**config.mk**
```make
export PLATFORM = sky130hd
export DESIGN_NAME = lfsr_err_window
export DESIGN_NICKNAME = d
export VERILOG_FILES = /design/src/rtl/lfsr_err_window.sv
export SDC_FILE = /design/constraint.sdc
export NUM_CORES = 1
export LEC_CHECK = 0
export ABC_AREA = 1
export BUFFER_PORTS_ARGS = -buffer_cell sky130_fd_sc_hd__buf_2
export CAP_MARGIN = 25
export CORE_UTILIZATION = 25
export CTS_CLUSTER_SIZE = 14
export DETAILED_ROUTE_END_ITERATION = 10
export GPL_ROUTABILITY_DRIVEN = 1
export GPL_TIMING_DRIVEN = 0
export SLEW_MARGIN = 20
export SYNTH_ARGS = -nofsm -noshare
export SYNTH_HDL_FRONTEND = slang
export SYNTH_SLANG_ARGS = --single-unit
```
**constraint.sdc**
```tcl
create_clock -name clock -period 1.1 [get_ports clock]
set_clock_uncertainty 0.15 [all_clocks]
set_input_delay 0.22 -clock clock [delete_from_list [all_inputs] [get_ports clock]]
set_output_delay 0.22 -clock clock [all_outputs]
set_load 0.02 [all_outputs]
```
**src/rtl/lfsr_err_window.sv**
```systemverilog
// Sliding error budget for the locked checker: counts mismatches per window of compared
// bits and flags the mismatch that exhausts the budget.
module lfsr_err_window #(
    parameter int unsigned ERR_LIMIT  = 4,
    parameter int unsigned ERR_WINDOW = 64
) (
    input  logic clock,
    input  logic reset,
    input  logic step_i,
    input  logic mismatch_i,
    input  logic clear_i,
    output logic limit_hit_o
);

    localparam int unsigned POS_W = (ERR_WINDOW > 1) ? $clog2(ERR_WINDOW) : 1;
    localparam int unsigned ERR_W = $clog2(ERR_LIMIT + 1);

    logic [POS_W-1:0] win_pos_q, win_pos_d;
    logic [ERR_W-1:0] win_err_q, win_err_d;
    logic             last_bit;

    assign last_bit    = (win_pos_q == POS_W'(ERR_WINDOW - 1));
    // A mismatch on the last window bit still counts against the closing window.
    assign limit_hit_o = step_i & mismatch_i & (win_err_q == ERR_W'(ERR_LIMIT - 1));

    always_comb begin
        win_pos_d = win_pos_q;
        win_err_d = win_err_q;
        if (clear_i) begin
            win_pos_d = '0;
            win_err_d = '0;
        end else if (step_i) begin
            win_pos_d = last_bit ? '0 : win_pos_q + 1'b1;
            if (last_bit)        win_err_d = '0;
            else if (mismatch_i) win_err_d = win_err_q + 1'b1;
        end
    end

    always_ff @(posedge clock) begin
        if (reset) begin
            win_pos_q <= '0;
            win_err_q <= '0;
        end else begin
            win_pos_q <= win_pos_d;
            win_err_q <= win_err_d;
        end
    end

endmodule

```
==> out/qor.yml <==
fmax_mhz: 668.3
h-tree-depth: 1
max_slew_margin_pct: 59.21
nets: 85
p_sw_share_pct: 23.98
post-route-period-util_pct: 136.0
violations: "setup timing"
syn_nets: 71
initial_utilization_pct: 26.59
crit_type: "flop to primary output"
ios: 6
hpwlAfterDp_um: 659
p_leak_uw: 0.0002944
cts_tree: "done"
grt_pass1_wl_um: 1642
finalHoldViolCount: 0
p_sw_uw: 158.8
synth_area_leaders: "dfxtp_1 39%, nor2_1 9.8%, ha_1 8.2%"
antenna_found_initial: 0
viasPerCell: 4.267
ir_drop_uv: 497.8
dieArea_sq_um: 2012
n_antenna_cell: 0
area_delta_synth_final_pct: 52.32
cts_buffers: 3
status: "finished, violations left"
endpoint_kind: "primary output"
min-delay-path-class: "input port to flop"
finalSetupViolCount: 8
grt_max_degree: 8
start_kind: "flop"
rows: 15
crit_fanout: 2
die_h_um: 44.86
drc: 0
avgSynthCellArea_sq_um: 7.289
track_usage_pct: 11.89
final_layout_size_suffix_gt1_share_pct: 52.63
path_clk_slew_ps: 60
post_drt_wl_per_cell_um: 9.931
insertion_delay_ps: 260
required_ps: 730
portBuffers: 5
grt-ovfl-total: 0
synth_cell_types: 15
min_period_ps: 1496
drtPass1Iterations: 4
drv_slew: 0
comb_power_share_pct: 10.7
pwr-share-seq_pct: 51.3
powerDensity_nw_per_um2: 947.1
place_congestion: 0.7960
final_cell_mix: "8 x inv_1, 8 x nor2_1, 5 x nor2_2, 5 x dfxtp_1"
cp_data_arrival_time_ps: 1130
cts_buffer_depth: 2
worst_hold_slack_ps: 123.2
ys_seq_area_share_pct: 39.24
die_width_um: 44.86
post-place-cells: 93
cts_root_buf: "clkbuf_4"
grt_pass1_vias: 421
worst_pin_slew_ps: 609.6
n_fill_cell: 190
drt-total-wl_um: 1003
vias: 431
p_int_uw: 503.6
maxCapViolCount: 0
stdcell_count: 101
ant_nets: 0
drtIter0Drc: 3
ys_warn_count: 0
synthCells: 63
clkPwrFrac_pct: 38.0
core-area_sq_um: 1727
place_ws_ps: -189.6
finalWorstSetupSlack_ps: -396.4
synth_top_cell_by_area: "dfxtp_1"
rsz0062_at_grt: "yes"
ys_seq_elements: 9
cts_sinks: 9
syn_area_sq_um: 459.2
yosys.area.top_type_share_pct: 39.24
cells in the mapped netlist (all sizes together):
master and instances:
o21ai 1, nor2 16, nand3 6, nand2 10, xor2 1, or2 1, dfxtp 9, xnor2 1
ha 3, nor3 3, inv 10, a21oi 2
what timing repair did:
action	CTS	global route
buffers inserted	4	0
resized for setup	22	3
pin swaps	8	3
hold buffers	0	0
setup endpoints to repair	8	10
state kept, by name (all words and copies together) (netlist names):
name / flops
win_pos_q: 6
win_err_q: 3
power by group through the flow:
| stage | registers [uW] | logic [uW] | clock network (uW) |
|---|---|---|---|
| 2_1_floorplan | 344 | 33.1 | 0 |
| 3_3_place_gp | 345 | 47.9 | 0 |
| 3_5_place_dp | 345 | 49.8 | 0 |
| 4_1_cts | 339 | 69.1 | 264 |
| 5_1_grt | 340 | 78.6 | 288 |
| 6_report | 339 | 70.9 | 252 |
through the flow:
| step | area [sq um] | power, uW | TNS, ps | utilization [%] |
|---|---|---|---|---|
| 2_1_floorplan | 481.7 | 377.1 | -302.2 | - |
| 3_3_place_gp | 538.0 | 392.8 | -922.8 | 31.16 |
| 3_5_place_dp | 538.0 | 394.7 | -1058 | 31.16 |
| 4_1_cts | 693.2 | 672.3 | -735.8 | 40.14 |
| 5_1_grt | 699.4 | 706.5 | -1254 | 40.51 |
| 6_report | 699.4 | 662.4 | -802.4 | 40.51 |
worst paths after layout:
| path | from | slack (ps) | to | cells past startpoint |
|---|---|---|---|---|
| min reg2reg | win_err_q[1] | 350 | win_err_q[1] | 2 |
| max reg2reg | win_pos_q[0] | -100 | win_err_q[1] | 7 |
| max | win_err_q[1] | -400 | limit_hit_o | 5 |
| min | mismatch_i | 120 | win_err_q[2] | 4 |
logic make-up after synthesis:
kind of cell	count (synthesis)	share of synthesized area, %
AO/OA/AOI/OAI	3	3.269
XOR/XNOR	2	3.815
buffers and inverters	10	8.175
adder cells (fa/ha/maj)	3	8.175
flip-flops	9	39.24
AND/OR/NAND/NOR	36	37.33
layout make-up:
type | instances | area [sq um] | share of cell area (%)
repair buffers | 9 | 68.82 | 9.839
flip-flops and latches | 9 | 185.2 | 26.48
well taps | 25 | 31.28 | 4.472
multi-input cells | 44 | 350.3 | 50.09
inverters | 10 | 37.54 | 5.367
clock buffers | 4 | 26.28 | 3.757
routing by layer:
| layer | global-route usage, % | vias to the layer above | share of wire [%] |
|---|---|---|---|
| met4 | 9.091 | 0 | 1.9 |
| met5 | 0 | - | 0 |
| met2 | 20.88 | 10 | 50 |
| met3 | 2.400 | 4 | 3.0 |
| li1 | - | 220 | - |
| met1 | 12.38 | 197 | 45 |
critical path: stages (launching register included):
cell and delay [ps]:
dfxtp_2 340, ha_4 160, ha_4 150, inv_2 60, nor2_4 30, buf_6 130
No activity file was read; power rests on OpenSTA's default activity.
